[src/rtl/mul_pkg.sv]
// Shared types and sizing for the sequential shift-add multiplier.
package mul_pkg;
  localparam int MUL_WIDTH = 32;
  localparam int MUL_CNT_W = 6;
  localparam int MUL_LAST  = MUL_WIDTH - 1;

  typedef enum logic [1:0] {
    IDLE = 2'd0,
    RUN  = 2'd1,
    DONE = 2'd2
  } mul_state_t;
endpackage

[src/rtl/adder_32.sv]
// 32-bit ripple adder with carry in/out; purely combinational, zero latency, no flow control.
module adder_32 (
  output logic [31:0] sum,
  output logic        cout,
  input  logic [31:0] in1,
  input  logic [31:0] in2,
  input  logic        cin
);
  always_comb begin
    {cout, sum} = {1'b0, in1} + {1'b0, in2} + {32'b0, cin};
  end
endmodule

[src/rtl/mul_seq_32.sv]
// 32x32->64 unsigned shift-add multiplier, one product bit per cycle; out_valid rises 33 cycles after accept.
// Operands are taken only in IDLE; the product is held stable until out_ready is seen.
module mul_seq_32
  import mul_pkg::*;
#(
  parameter int WIDTH = MUL_WIDTH,
  parameter int CNT_W = MUL_CNT_W
) (
  input  logic               clk,
  input  logic               rst_n,
  input  logic               in_valid,
  output logic               in_ready,
  input  logic [WIDTH-1:0]   op_a,
  input  logic [WIDTH-1:0]   op_b,
  output logic               out_valid,
  input  logic               out_ready,
  output logic [2*WIDTH-1:0] product,
  output logic               busy
);
  localparam logic [CNT_W-1:0] LAST = CNT_W'(WIDTH - 1);

  mul_state_t         state_q;
  logic [WIDTH-1:0]   a_q;
  logic [2*WIDTH-1:0] p_q;
  logic [CNT_W-1:0]   cnt_q;

  logic [WIDTH-1:0]   addend;
  logic [WIDTH-1:0]   sum;
  logic               cout;

  always_comb begin
    addend = p_q[0] ? a_q : '0;
  end

  adder_32 u_adder (
    .sum  (sum),
    .cout (cout),
    .in1  (p_q[2*WIDTH-1:WIDTH]),
    .in2  (addend),
    .cin  (1'b0)
  );

  always_ff @(posedge clk or negedge rst_n) begin
    if (!rst_n) begin
      state_q   <= IDLE;
      in_ready  <= 1'b1;
      out_valid <= 1'b0;
      busy      <= 1'b0;
      product   <= '0;
      cnt_q     <= '0;
      a_q       <= '0;
      p_q       <= '0;
    end else begin
      case (state_q)
        IDLE: begin
          if (in_valid) begin
            a_q      <= op_a;
            p_q      <= {{WIDTH{1'b0}}, op_b};
            cnt_q    <= '0;
            state_q  <= RUN;
            in_ready <= 1'b0;
            busy     <= 1'b1;
          end
        end
        RUN: begin
          // Carry-out lands in the MSB after the shift, so the 64-bit P never overflows.
          p_q   <= {cout, sum, p_q[WIDTH-1:1]};
          cnt_q <= cnt_q + CNT_W'(1);
          if (cnt_q == LAST) begin
            state_q <= DONE;
          end
        end
        DONE: begin
          if (!out_valid) begin
            out_valid <= 1'b1;
            product   <= p_q;
          end else if (out_ready) begin
            out_valid <= 1'b0;
            state_q   <= IDLE;
            in_ready  <= 1'b1;
            busy      <= 1'b0;
          end
        end
        default: begin
          state_q   <= IDLE;
          in_ready  <= 1'b1;
          out_valid <= 1'b0;
          busy      <= 1'b0;
        end
      endcase
    end
  end
endmodule

[config.mk]
export PLATFORM = sky130hd
export DESIGN_NAME = mul_seq_32
export DESIGN_NICKNAME = d
export VERILOG_FILES = /design/src/rtl/mul_pkg.sv /design/src/rtl/adder_32.sv /design/src/rtl/mul_seq_32.sv
export SDC_FILE = /design/constraint.sdc
export NUM_CORES = 1
export LEC_CHECK = 0
export BUFFER_PORTS_ARGS = -buffer_cell sky130_fd_sc_hd__buf_2
export CORE_MARGIN = 4
export CORE_UTILIZATION = 40
export CTS_CLUSTER_DIAMETER = 120
export DETAILED_ROUTE_END_ITERATION = 10
export PLACE_DENSITY = 0.7
export SLEW_MARGIN = 20
export SYNTH_ARGS = -nofsm -noshare
export SYNTH_HDL_FRONTEND = slang
export SYNTH_SLANG_ARGS = --single-unit
[constraint.sdc]
create_clock -name clk -period 6.32 [get_ports clk]
set_clock_uncertainty 0.1 [all_clocks]
set_input_delay 0.632 -clock clk [delete_from_list [all_inputs] [get_ports clk]]
set_output_delay 0.632 -clock clk [all_outputs]
set_load 0.02 [all_outputs]
Word level (Yosys, flattened, before mapping)

Index checks and enable logic that the tools add are counted.

Input bits: 68
Output and inout bits: 67
Memories: 0
Word-level logic and storage cells: 48
Bits in read-only memories: 0
Register bits: 171
Memory bits (writable): 0
Bits in latches: 0

Multiply operators: 0
Equality and inequality tests: 7
Add/sub/neg operators: 2
$lt $le $gt $ge: 0
Divide/modulo/power cells: 0
Reductions and logical operators: 8
Multiplexer cells: 21
Bitwise gates (word level): 2
Shift operators: 0

Operator list:

| cell                                                 | count |
|---|---|
| case mux 64 bit (2 select lines)                     | 1 |
| two-way mux 64 bit                                   | 1 |
| adder 32 x 32 -> 33 bit                              | 1 |
| two-way mux 32 bit                                   | 1 |
| case mux 6 bit (2 select lines)                      | 1 |
| two-way mux 1 bit                                    | 8 |
| two-way mux 2 bit                                    | 4 |
| != test 2 bit (second input constant)                | 4 |
| AND reduction 4 bit                                  | 2 |
| adder 6 x 1 -> 6 bit (second input constant)         | 1 |
| equality test 6 x 5 -> 1 bit (second input constant) | 1 |
| two-way mux 6 bit                                    | 1 |
| case mux 1 bit (3 select lines)                      | 2 |
| case mux 2 bit (3 select lines)                      | 1 |
| AND reduction 2 bit                                  | 3 |
| equality test 2 x 1 -> 1 bit (second input constant) | 1 |
| equality test 2 bit (second input constant)          | 1 |
| zero test 2 bit                                      | 1 |
| inverter 1 bit                                       | 2 |
| case mux 1 bit (2 select lines)                      | 1 |
| nonzero test 2 bit                                   | 1 |
| OR reduction 2 bit                                   | 1 |

Longest topological paths before layout

Gate-level depths: netlist of the first run.

Word-level depth: 3
Mapped depth: 12
Gate-level depth less buffers: 12

Modules after synthesis

A second synthesis of the first run with hierarchy kept.

Cell total of the unflattened synthesis: 835
Area total of the unflattened synthesis: 8851.0 um^2

Modules (own cells, without submodules):

| module     | seq. area each (um^2) | area each (um^2) | cells each | times used |
|---|---|---|---|---|
| mul_seq_32 | 4280.4                | 6996.7           | 576        | 1 |
| adder_32   | 0.0                   | 1854.3           | 259        | 1 |

Worst setup path before layout of the first run

Ideal clock, no wire load.

Path kind: reg2reg
From: register p_q[0]
To: register p_q[55]
Buffers on the path: 1
Data required time: 6092 ps
Slack: 3669 ps
Clock period less this slack: 2651 ps
Arrival: 2423 ps
Cell stages (with the launch flop): 12
Setup time: 128 ps
Cell sequence: dfrtp_1 > clkbuf_1 > and2_1 > ha_1 > a21o_1 > a21oi_2 > a21oi_2 > nor4_2 > a211oi_2 > a2111oi_4 > xor2_1 > o22ai_1

Cells in the longest elaborated chain, start to end: 3

RTL lines:

| element                          | RTL line         | RTL |
|---|---|---|
| from (decl)                      | mul_seq_32.sv:24 | `logic [2*WIDTH-1:0] p_q;` |
| from (signal assigned)           | mul_seq_32.sv:58 | `p_q <= {{WIDTH{1'b0}}, op_b};` |
| from (signal assigned)           | mul_seq_32.sv:67 | `p_q <= {cout, sum, p_q[WIDTH-1:1]};` |
| two-way mux 32 bit               | mul_seq_32.sv:32 | `addend = p_q[0] ? a_q : '0;` |
| adder 32 x 32 -> 33 bit          | adder_32.sv:10   | `{cout, sum} = {1'b0, in1} + {1'b0, in2} + {32'b0, cin};` |
| case mux 64 bit (2 select lines) | mul_seq_32.sv:54 | `case (state_q)` |

No other way between the ends.
A chain may end at the register's enable or synchronous reset.

Final worst setup path of the first run

Ends and elaborated chain as after synthesis.

==> PnR_summary.wiki, run 1 <==
{| class="wikitable"
! Metric !! Value
|-
| Aggregate routed wire length || 20100 um
|-
| Count of input and output buffers || 134
|-
| Post-DRT Antenna Nets || 0
|-
| Placeable core region || 0.0212 mm2
|-
| Wire length of the first global-routing pass || ~33000 um
|-
| Fin Hold WS || 0.198 ns
|-
| Final weighted congestion of routability-driven global placement || around 0.85
|-
| Total of endpoints with negative setup slack in the final report || 0
|-
| Status || complete, no violations
|-
| Largest stage delay on the critical path || 0.97 ns
|-
| Clk Latency, worst-skew pair || 0.43 ns
|-
| Final min period || approximately 3.6 ns
|-
| Post-Layout Inst Area || roughly 0.010 mm2
|-
| Antenna diode instance count || 0
|-
| Headroom to the max-slew limit || 0.364
|-
| Post-detail-place hpwl || about 14000 um
|-
| Power per unit of standard cell area || 521 mW/mm2
|-
| Fraction of the yosys area taken by sequential cells || 0.494
|-
| Post-Syn Instances || 785
|-
| Peak Freq || ~280 MHz
|-
| Number of antenna violations at the first check in global routing || 0
|-
| Worst-path fanout max || 34
|-
| Worst-path cell with the longest stage delay || sky130_fd_sc_hd__dfrtp_1
|-
| Number of max-slew violations in the final report || 0
|-
| Floorplan die width || approximately 160 um
|-
| Clock Tree Buf Depth || 2
|-
| YS warnings || 0
|-
| Final worst-path setup slack || 2.74 ns
|-
| Clock network fraction of total power || 0.204
|-
| Final layout net count || 1002
|-
| Reported leakage power || 4.55 nW
|-
| Setup repair after global routing missed its margin || false
|-
| Fraction of layout instances using a drive strength above 1 || 0.322
|-
| # rows || 53
|-
| Total number of H-tree levels || 4
|-
| Hold buffer count at cts || 0
|-
| Number of max-capacitance violations reported || 0
|-
| Total negative slack || 0 ns
|-
| Startpoint class of the critical path || flop
|-
| Most used DFF post-synth || sky130_fd_sc_hd__dfrtp_1
|-
| Top-level port count || 135
|-
| Final hold vios || 0
|-
| Clock slew at the register clock pins of the worst setup and hold paths || ~0.070 ns
|-
| Most frequent standard cell in the layout excluding fill and tap cells || sky130_fd_sc_hd__dfrtp_1
|-
| Proportion of synthesized flip-flops having asynchronous set or reset || 1.00
|-
| Sequential share of power || 0.370
|-
| Top delay family on crit path || compound AO/OA/AOI/OAI gates
|-
| Clk sink count || 171
|-
| Category of the worst setup path capture point || flop
|-
| First-pass DRT Iterations || 5
|-
| Final worst path period share || 0.567
|-
| Actual slew at the worst max-slew pin || 0.953 ns
|-
| EDFF count, synth || 0
|-
| Sum of buffers and inverters on the critical path || 1
|-
| Int Pwr || 3.15 mW
|-
| Vertical die dimension || 155 um
|-
| Distinct cells, synth || 69
|-
| Overall routing resource usage || 0.170
|-
| Share of total power consumed by net switching || 0.403
|-
| Total gr overflow || 0
|-
| Die footprint || 0.0241 mm2
|-
| CTS tree || yes
|-
| CP arrival || 3.78 ns
|-
| Avg Inst Size Synth || 11.0 um2
|-
| Post-CTS setup repair buffer count || 0
|-
| Dpl ws || 2.72 ns
|-
| Number of flip-flops and latches in the synthesized netlist || 171
|-
| IR drop worst, VDD || 0.211 mV
|-
| Count of unresolved DRC violations after routing || 0
|-
| DRT iter0 DRCs || 345
|-
| Net count after synthesis || 887
|-
| Switching power || 2.13 mW
|-
| Placed Area || roughly 0.0095 mm2
|-
| Total via count after detailed routing || 6430
|-
| Cell Chain, Critical Path || and2_1 -> ha_1 -> inv_1 -> fa_1 -> nor2b_4 -> o2111ai_2 -> a21oi_2 -> nor4_2 -> a211oi_2 -> a2111oi_4 -> xor2_1 -> o22ai_1
|-
| Average wire per standard cell || approximately 17 um
|-
| Clock Tree Root || sky130_fd_sc_hd__clkbuf_16
|-
| Most frequent cells in the layout || sky130_fd_sc_hd__dfrtp_1, sky130_fd_sc_hd__buf_2, sky130_fd_sc_hd__mux2_2
|-
| Type of the worst setup path || flop to flop
|-
| Pin count of the biggest net entering global routing || 111
|-
| Vias in the first global route || 6447
|-
| Required time of the critical path || between 6 and 7 ns
|-
| Number of vias per cell after detailed routing || 5.41
|-
| Post-synthesis instance area || 0.00866 mm2
|-
| Worst hold path type || input pin to asynchronous set/reset pin
|-
| Part of the total power dissipated in combinational logic || 0.427
|-
| Quantity of gates resized following cts || 0
|-
| Area growth from synthesis to final layout || 17.0%
|-
| Cts bufs inserted || 17
|-
| Initial Util || 0.409
|}
==> kinds of logic after synthesis <==
group,Yosys count,share of synthesized area
xor gates and xnor gates,28,0.0283
muxes,98,0.127
and+or+nand+nor,192,0.110
adders and majority gates,34,0.0500
DFF,171,0.494
AOI/OAI and AO/OA,208,0.158
buffers and inverters,54,0.0321
==> Yosys cell counts, types with 2 or more instances <==
| master | instances | area share |
|---|---|---|
| sky130_fd_sc_hd__buf_2 | 9 | 0.0052 |
| sky130_fd_sc_hd__nor4_2 | 2 | 0.0029 |
| sky130_fd_sc_hd__buf_4 | 3 | 0.0026 |
| sky130_fd_sc_hd__a31oi_1 | 9 | 0.0065 |
| sky130_fd_sc_hd__buf_1 | 4 | 0.0017 |
| sky130_fd_sc_hd__a211oi_1 | 6 | 0.0052 |
| sky130_fd_sc_hd__nand3_1 | 8 | 0.0046 |
| sky130_fd_sc_hd__nor3b_1 | 3 | 0.0026 |
| sky130_fd_sc_hd__and2_1 | 32 | 0.023 |
| sky130_fd_sc_hd__o22ai_1 | 12 | 0.0087 |
| sky130_fd_sc_hd__nand3b_1 | 2 | 0.0017 |
| sky130_fd_sc_hd__mux2_2 | 97 | 0.13 |
| sky130_fd_sc_hd__o21bai_1 | 4 | 0.0035 |
| sky130_fd_sc_hd__a2111oi_0 | 2 | 0.0020 |
| sky130_fd_sc_hd__o21ai_0 | 65 | 0.038 |
| sky130_fd_sc_hd__inv_1 | 7 | 0.0030 |
| sky130_fd_sc_hd__clkbuf_8 | 3 | 0.0048 |
| sky130_fd_sc_hd__nor3_1 | 6 | 0.0035 |
| sky130_fd_sc_hd__ha_1 | 33 | 0.048 |
| sky130_fd_sc_hd__a21oi_2 | 3 | 0.0030 |
| sky130_fd_sc_hd__nor2b_1 | 4 | 0.0029 |
| sky130_fd_sc_hd__nand2_1 | 92 | 0.040 |
| sky130_fd_sc_hd__o21ai_1 | 5 | 0.0029 |
| sky130_fd_sc_hd__o21a_1 | 3 | 0.0026 |
| sky130_fd_sc_hd__xnor2_1 | 12 | 0.012 |
| sky130_fd_sc_hd__a22oi_1 | 32 | 0.028 |
| sky130_fd_sc_hd__dfrtp_1 | 170 | 0.49 |
| sky130_fd_sc_hd__o211ai_1 | 5 | 0.0043 |
| sky130_fd_sc_hd__nor2_1 | 18 | 0.0078 |
| sky130_fd_sc_hd__nand2b_1 | 4 | 0.0029 |
| sky130_fd_sc_hd__nand4_1 | 6 | 0.0043 |
| sky130_fd_sc_hd__clkbuf_1 | 25 | 0.011 |
| sky130_fd_sc_hd__a21o_1 | 17 | 0.015 |
| sky130_fd_sc_hd__and3_1 | 7 | 0.0051 |
| sky130_fd_sc_hd__buf_6 | 3 | 0.0039 |
| sky130_fd_sc_hd__a22o_1 | 2 | 0.0020 |
| sky130_fd_sc_hd__a311oi_1 | 2 | 0.0020 |
| sky130_fd_sc_hd__a21oi_1 | 22 | 0.013 |
| sky130_fd_sc_hd__xor2_1 | 16 | 0.016 |
==> through the flow <==
| stage | power (mW) | utilization | cells |
|---|---|---|---|
| 6_report | 5.28 | 0.479 | 1188 |
| 5_1_grt | 5.65 | 0.479 | 1188 |
| 4_1_cts | 5.32 | 0.479 | 1188 |
| 3_5_place_dp | 4.23 | 0.450 | 1156 |
| 3_3_place_gp | 4.16 | 0.450 | 1156 |
| 2_1_floorplan | 3.59 | - | 785 |
==> final cells by class <==
cell class	count	area, um2
clock inverters	15	179
clock buffers	17	425
multi-input cells	560	4130
inverters	7	26.3
flip-flops and latches	171	4280
repair buffers	143	747
well taps	275	344
fillers	1990	11000
==> sequential cells by signal, indices dropped and copies added, names as in the netlist <==
name       cells
a_q           32
busy           1
cnt_q          6
in_ready       1
out_valid      1
p_q           64
product       64
state_q        2
==> worst paths after layout <==
path | start | endpoint | slack (ns) | depth (start not counted)
min in group clk | op_a[9] | a_q[9] | 0.32 | 2
max | p_q[0] | p_q[55] | 2.74 | 12
min | rst_n | product[10] | 0.20 | 1
min reg2reg | product[44] | product[44] | 0.40 | 1
max in group asynchronous | rst_n | p_q[37] | 4.57 | 2
max reg2reg | p_q[0] | p_q[55] | 2.74 | 12
==> power groups by stage <==
stage                     clock, mW  sequential (mW)  combinational [mW]
final                          1.07             1.95                2.25
after global routing           1.14             2.03                2.49
after CTS                      1.10             1.96                2.27
after detailed placement          0             1.98                2.25
after global placement            0             1.96                2.20
after floorplan                   0             2.11                1.48
==> routing by layer <==
metal  GRT usage  part of all wire
met5           0                 0
met3      0.0348             0.043
met4      0.0559             0.017
met1       0.233              0.46
met2       0.269              0.48
Power figures use the tool's default switching activity.
==> inputs of run 2 (changes only) <==
==> constraint.sdc (replaced) <==
create_clock -name clk -period 3.6 [get_ports clk]
set_clock_uncertainty 0.1 [all_clocks]
set_input_delay 0.36 -clock clk [delete_from_list [all_inputs] [get_ports clk]]
set_output_delay 0.36 -clock clk [all_outputs]
set_load 0.02 [all_outputs]
==> run 2 against run 1 <==
Non-clock buffer count increased by 7. Global-route usage rose by 0.39 points. Critical path type unchanged. Maximum frequency rose by 20%. Cell area is 0.41% higher.
==> PnR_summary.wiki, run 2 (synthesized netlist as in run 1, its figures left out) <==
{| class="wikitable"
! Metric !! Value
|-
| Final hold vios || 0 (unchanged)
|-
| Total negative slack || 0 ns (unchanged)
|-
| First-pass DRT Iterations || 5 (unchanged)
|-
| Fraction of layout instances using a drive strength above 1 || 0.326 (+0.00407)
|-
| Type of the worst setup path || flop to flop
|-
| Actual slew at the worst max-slew pin || 0.926 ns (-0.0269 ns)
|-
| Post-DRT Antenna Nets || 0 (unchanged)
|-
| Top-level port count || 135 (unchanged)
|-
| Final worst-path setup slack || 0.603 ns (-2.13 ns)
|-
| Most frequent cells in the layout || sky130_fd_sc_hd__dfrtp_1, sky130_fd_sc_hd__buf_2, sky130_fd_sc_hd__mux2_2
|-
| Quantity of gates resized following cts || 0 (unchanged)
|-
| Final weighted congestion of routability-driven global placement || 0.885 (+4.4%)
|-
| DRT iter0 DRCs || 401 (+16%)
|-
| Cts bufs inserted || 17 (unchanged)
|-
| Final min period || 3.00 ns (-0.588 ns)
|-
| Number of max-slew violations in the final report || 0 (unchanged)
|-
| Clk Latency, worst-skew pair || 0.43 ns (about the same)
|-
| Floorplan die width || 155 um (unchanged)
|-
| Pin count of the biggest net entering global routing || 85 (-23%)
|-
| Post-detail-place hpwl || 13800 um (+0.66%)
|-
| Dpl ws || 0.652 ns (-2.07 ns)
|-
| Worst-path fanout max || 26 (-24%)
|-
| Required time of the critical path || 3.79 ns (-2.73 ns)
|-
| Worst hold path type || input pin to flop
|-
| Initial Util || 0.409 (unchanged)
|-
| Final layout net count || 1009 (+0.70%)
|-
| Most frequent standard cell in the layout excluding fill and tap cells || sky130_fd_sc_hd__dfrtp_1
|-
| Total via count after detailed routing || 6351 (-1.2%)
|-
| Worst-path cell with the longest stage delay || sky130_fd_sc_hd__ha_1
|-
| Vertical die dimension || 155 um (unchanged)
|-
| Antenna diode instance count || 0 (unchanged)
|-
| Number of max-capacitance violations reported || 0 (unchanged)
|-
| Clock Tree Buf Depth || 2 (unchanged)
|-
| Peak Freq || 334 MHz (+20%)
|-
| Origin of the worst setup path || p_q[0]
|-
| Aggregate routed wire length || 20100 um (about the same)
|-
| Reported leakage power || 4.58 nW (+0.63%)
|-
| Status || complete, no violations
|-
| Registers with the most flip-flops || p_q: 64 flops, product: 64 flops, a_q: 32 flops
|-
| Setup repair after global routing missed its margin || false
|-
| Category of the worst setup path capture point || flop
|-
| Sequential cell area || 0.00428 mm2 (unchanged)
|-
| Total number of H-tree levels || 4 (unchanged)
|-
| Area growth from synthesis to final layout || 17.5%
|-
| Hold buffer count at cts || 1 (+1)
|-
| Total gr overflow || 0 (unchanged)
|-
| Count of input and output buffers || 134 (unchanged)
|-
| Wire length of the first global-routing pass || 34100 um (+2.8%)
|-
| Average wire per standard cell || 16.8 um (-0.52%)
|-
| Power per unit of standard cell area || 909 mW/mm2 (+74%)
|-
| # rows || 53 (unchanged)
|-
| Vias in the first global route || 6519 (+1.1%)
|-
| Clock Tree Root || sky130_fd_sc_hd__clkbuf_16
|-
| Startpoint class of the critical path || flop
|-
| Post-route core utilization || 0.481 (+0.00195)
|-
| Final worst path period share || 0.832 (+0.265)
|-
| Largest stage delay on the critical path || 0.44 ns (-0.53 ns)
|-
| Count of unresolved DRC violations after routing || 0 (unchanged)
|-
| Area of the multi-input gates || 0.00413 mm2 (unchanged)
|-
| CTS tree || yes
|-
| Final cell count without fillers || 1195 (+0.59%)
|-
| Clock slew at the register clock pins of the worst setup and hold paths || 0.07 ns (about the same)
|-
| CP arrival || 3.18 ns (-0.60 ns)
|-
| Number of fill cells in the layout || 1928 (-3.1%)
|-
| Worst r2r src || p_q[0]
|-
| Overall routing resource usage || 0.174 (+0.00391)
|-
| Placeable core region || 0.0212 mm2 (unchanged)
|-
| Post-CTS setup repair buffer count || 0 (unchanged)
|-
| Headroom to the max-slew limit || 0.381 (+0.0163)
|-
| Number of antenna violations at the first check in global routing || 0 (unchanged)
|-
| Number of vias per cell after detailed routing || 5.31 (-1.8%)
|-
| Die footprint || 0.0241 mm2 (unchanged)
|-
| Total of endpoints with negative setup slack in the final report || 0 (unchanged)
|-
| IR drop worst, VDD || 0.458 mV (+120%)
|-
| Clk sink count || 171 (unchanged)
|-
| Post-placement cell count || 1162 (+0.52%)
|-
| Cell Chain, Critical Path || buf_4 -> and2_1 -> ha_1 -> and4_1 -> nand4_1 -> a21oi_2 -> nor4_2 -> a211oi_2 -> a2111oi_4 -> xor2_1 -> o22ai_1
|-
| Worst hold path startpoint || op_a[1]
|}
## run 2: cell types whose count changed in the layout (fill, tap and decap cells not counted), sizes merged
cell	previous run	this run
buf	142	149
dlygate4sd3	0	1
inv	15	14
## run 2: cell type report
class,count,area share
repair buffers,150,0.0786
well taps,275,0.0338
clock inverters,14,0.0151
inverters,7,0.00258
clock buffers,18,0.0432
multi-input cells,560,0.406
flip-flops and latches,171,0.421
## run 2: worst max-delay path, delay by kind of cell, from the launching register on
| family | cells | cell delay, ns |
|---|---|---|
| adders and majority gates | 1 | 0.44 |
| DFF | 1 | 0.39 |
| xor gates and xnor gates | 1 | 0.17 |
| buffers and inverters | 1 | 0.22 |
| AOI/OAI and AO/OA | 4 | 0.88 |
| and+or+nand+nor | 4 | 0.65 |
## run 2: worst paths after layout
check	cells past startpoint	end	slack, ns
max in group asynchronous	3	p_q[48]	2.05
worst min-delay path	2	a_q[1]	0.06
worst max-delay path	11	p_q[55]	0.60
worst min register to register	1	cnt_q[5]	0.40
worst max register to register	11	p_q[55]	0.60
min in group asynchronous	2	product[10]	0.41
## run 2: metal layers
layer / GRT usage / routed length, um
met2: 0.271 / 9300
met1: 0.247 / 9740
met3: 0.0317 / 809
met5: 0 / 0
met4: 0.0534 / 262
## run 2: report_power, final
group	internal (mW)	switching [mW]
combinational	1.74	2.26
sequential	2.81	0.587
clock	1.00	0.848
total	5.55	3.69
## run 2: through the flow
stage | hold WS [ns] | power, mW | instance area [um2]
detailed placement | 0.386 | 7.44 | 9570
finish | 0.0561 | 9.25 | 10200
floorplan | -0.0356 | 6.31 | 8660
CTS | 0.0367 | 9.33 | 10200
global route | 0.0348 | 9.96 | 10200
global placement | 0.368 | 7.34 | 9570
==> inputs of run 3 (changes only) <==
==> constraint.sdc (replaced) <==
create_clock -name clk -period 3.1 [get_ports clk]
set_clock_uncertainty 0.1 [all_clocks]
set_input_delay 0.31 -clock clk [delete_from_list [all_inputs] [get_ports clk]]
set_output_delay 0.31 -clock clk [all_outputs]
set_load 0.02 [all_outputs]
==> run 3 against run 2 <==
First-iteration DRC count is 13% lower. Maximum frequency grew 2.6%. Combinational power rose by 19%. Routed wire length is 1.7% higher. Hold slack worse by 0.045 ns. Largest power group unchanged. Die area unchanged. Highest routed layer unchanged. Core utilization increased by 1.3 points. Cell count grew 1.8%.
==> PnR_summary.wiki, run 3 (synthesized netlist as in run 1, its figures left out) <==
{| class="wikitable"
! Metric !! Value
|-
| Fraction of layout instances using a drive strength above 1 || 0.329 (+0.00300)
|-
| Wire length of the first global-routing pass || 33900 um (-0.59%)
|-
| Area growth from synthesis to final layout || 20.6%
|-
| Part of the total power dissipated in combinational logic || 0.439 (+0.007)
|-
| Placeable core region || 0.0212 mm2 (unchanged)
|-
| Post-DRT Antenna Nets || 0 (unchanged)
|-
| Int Pwr || 6.44 mW (+16%)
|-
| Required time of the critical path || 3.29 ns (-0.50 ns)
|-
| Number of antenna violations at the first check in global routing || 0 (unchanged)
|-
| Clock Tree Buf Depth || 2 (unchanged)
|-
| Total chip power || 10.8 mW (+17%)
|-
| Peak Freq || 342 MHz (+2.6%)
|-
| Most frequent standard cell in the layout excluding fill and tap cells || sky130_fd_sc_hd__dfrtp_1
|-
| Clock network fraction of total power || 0.196 (-0.004)
|-
| Total of endpoints with negative setup slack in the final report || 0 (unchanged)
|-
| Clock slew at the register clock pins of the worst setup and hold paths || 0.07 ns (about the same)
|-
| Worst hold path startpoint || op_a[20]
|-
| Vias in the first global route || 6561 (+0.64%)
|-
| DRT iter0 DRCs || 347 (-13%)
|-
| Worst r2r src || p_q[0]
|-
| Cts bufs inserted || 17 (unchanged)
|-
| Aggregate routed wire length || 20500 um (+1.7%)
|-
| Count of unresolved DRC violations after routing || 0 (unchanged)
|-
| CP arrival || 3.11 ns (-0.07 ns)
|-
| Reported leakage power || 4.69 nW (+2.4%)
|-
| IR drop worst, VDD || 0.494 mV (+8.0%)
|-
| Final weighted congestion of routability-driven global placement || 0.904 (+2.1%)
|-
| Switching power || 4.40 mW (+19%)
|-
| Worst hold path type || input pin to flop
|-
| WHS Path Cells || 2 (unchanged)
|-
| Total number of H-tree levels || 4 (unchanged)
|-
| Post-route core utilization || 0.494 (+0.0128)
|-
| Final min period || 2.92 ns (-0.0762 ns)
|-
| Total gr overflow || 0 (unchanged)
|-
| Overall routing resource usage || 0.172 (-0.00200)
|-
| Pin count of the biggest net entering global routing || 75 (-12%)
|-
| Worst-path fanout max || 18 (-31%)
|-
| Clk Latency, worst-skew pair || 0.43 ns (about the same)
|-
| Floorplan die width || 155 um (unchanged)
|-
| Count of input and output buffers || 134 (unchanged)
|-
| # rows || 53 (unchanged)
|-
| Power per unit of standard cell area || 1040 mW/mm2 (+14%)
|-
| First-pass DRT Iterations || 4 (-1)
|-
| Headroom to the max-slew limit || 0.293 (-0.0875)
|-
| Die footprint || 0.0241 mm2 (unchanged)
|-
| Final hold vios || 0 (unchanged)
|-
| Top-level port count || 135 (unchanged)
|-
| Actual slew at the worst max-slew pin || 1.06 ns (+0.131 ns)
|-
| Depth of the most critical reg-to-reg path || 11 (unchanged)
|-
| Setup repair after global routing missed its margin || false
|-
| Share of total power consumed by net switching || 0.406 (+0.00666)
|-
| Type of the worst setup path || flop to flop
|-
| Total via count after detailed routing || 6485 (+2.1%)
|-
| Clock Tree Root || sky130_fd_sc_hd__clkbuf_16
|-
| Post-detail-place hpwl || 14200 um (+2.7%)
|-
| Most frequent cells in the layout || sky130_fd_sc_hd__dfrtp_1, sky130_fd_sc_hd__buf_2, sky130_fd_sc_hd__mux2_2
|-
| Number of max-slew violations in the final report || 0 (unchanged)
|-
| Total negative slack || 0 ns (unchanged)
|-
| Vertical die dimension || 155 um (unchanged)
|-
| Antenna diode instance count || 0 (unchanged)
|-
| Number of vias per cell after detailed routing || 5.33 (+0.26%)
|-
| Initial Util || 0.409 (unchanged)
|-
| Number of max-capacitance violations reported || 0 (unchanged)
|-
| Final layout net count || 1031 (+2.2%)
|-
| CTS tree || yes
|-
| Average wire per standard cell || 16.8 um (-0.13%)
|-
| Clk sink count || 171 (unchanged)
|-
| Startpoint class of the critical path || flop
|-
| Registers with the most flip-flops || p_q: 64 flops, product: 64 flops, a_q: 32 flops
|-
| Origin of the worst setup path || p_q[0]
|-
| Sequential share of power || 0.365 (-0.003)
|-
| Final worst path period share || 0.942 (+0.110)
|-
| Status || complete, no violations
|-
| Category of the worst setup path capture point || flop
|}
==> run 3: cell types whose count changed in the layout (fill, tap and decap cells not counted), moves of 2 or more <==
cell / change
sky130_fd_sc_hd__buf_12: +2
sky130_fd_sc_hd__buf_4: +3
sky130_fd_sc_hd__clkinv_4: +3
sky130_fd_sc_hd__clkinv_8: +5
sky130_fd_sc_hd__clkinvlp_4: -2
sky130_fd_sc_hd__dlygate4sd3_1: +17
sky130_fd_sc_hd__inv_8: -2
==> run 3: timing repair <==
item | CTS | global route
buffers inserted | 0 | 0
endpoints found under the hold margin | 88 | 0
setup endpoints to repair | 0 | 6
gates resized for setup | 0 | 6
hold buffers | 18 | 0
==> run 3: metrics by stage <==
step	std cells	setup slack, ns	area [um2]	hold WS, ns
after floorplan	785	0.449	8660	-0.0856
after global routing	1217	0.00536	10400	0.00845
after global placement	1167	0.253	9630	0.276
after CTS	1217	0.186	10400	0.000431
final	1217	0.179	10400	0.0107
after detailed placement	1167	0.208	9630	0.277
==> run 3: routing by layer <==
metal	part of all wire	vias to the layer above	track usage
li1	-	3138	-
met1	0.48	3215	0.243
met2	0.47	117	0.269
met3	0.041	15	0.0331
met4	0.0090	0	0.0509
met5	0	-	0
==> run 3: worst max-delay path, stage by stage, from the launching register on <==
cell	delay, ns
sky130_fd_sc_hd__dfrtp_1	0.41
sky130_fd_sc_hd__buf_4	0.20
sky130_fd_sc_hd__and2_1	0.15
sky130_fd_sc_hd__ha_1	0.38
sky130_fd_sc_hd__a21o_1	0.24
sky130_fd_sc_hd__a211oi_1	0.25
sky130_fd_sc_hd__o221ai_1	0.18
sky130_fd_sc_hd__a31oi_1	0.20
sky130_fd_sc_hd__nand2_1	0.18
sky130_fd_sc_hd__a31oi_1	0.21
sky130_fd_sc_hd__xor2_1	0.16
sky130_fd_sc_hd__o21ai_0	0.10
==> run 3: final timing paths <==
kind                              end  slack [ns]
max                           p_q[61]        0.18
min                           a_q[20]        0.01
max reg2reg                   p_q[61]        0.18
min reg2reg                  cnt_q[5]        0.39
max in group asynchronous    in_ready        1.62
min in group asynchronous  product[9]        0.35
==> run 3: power by group through the flow <==
stage                     logic (mW)  clock network [mW]  registers (mW)
final                           4.76                2.12            3.95
after global routing            5.23                2.29            4.10
after CTS                       4.76                2.18            3.97
after detailed placement        4.71                   0            4.00
after global placement          4.61                   0            3.97
after floorplan                 3.02                   0            4.31
==> run 3: area by class of cell <==
type / count / area, um2
tap: 275 / 344
multi-input combinational: 560 / 4150
inverter: 7 / 26.3
sequential: 171 / 4280
clock inverter: 15 / 180
timing repair buffer: 172 / 1030
clock buffer: 17 / 425
fill: 1947 / 10700
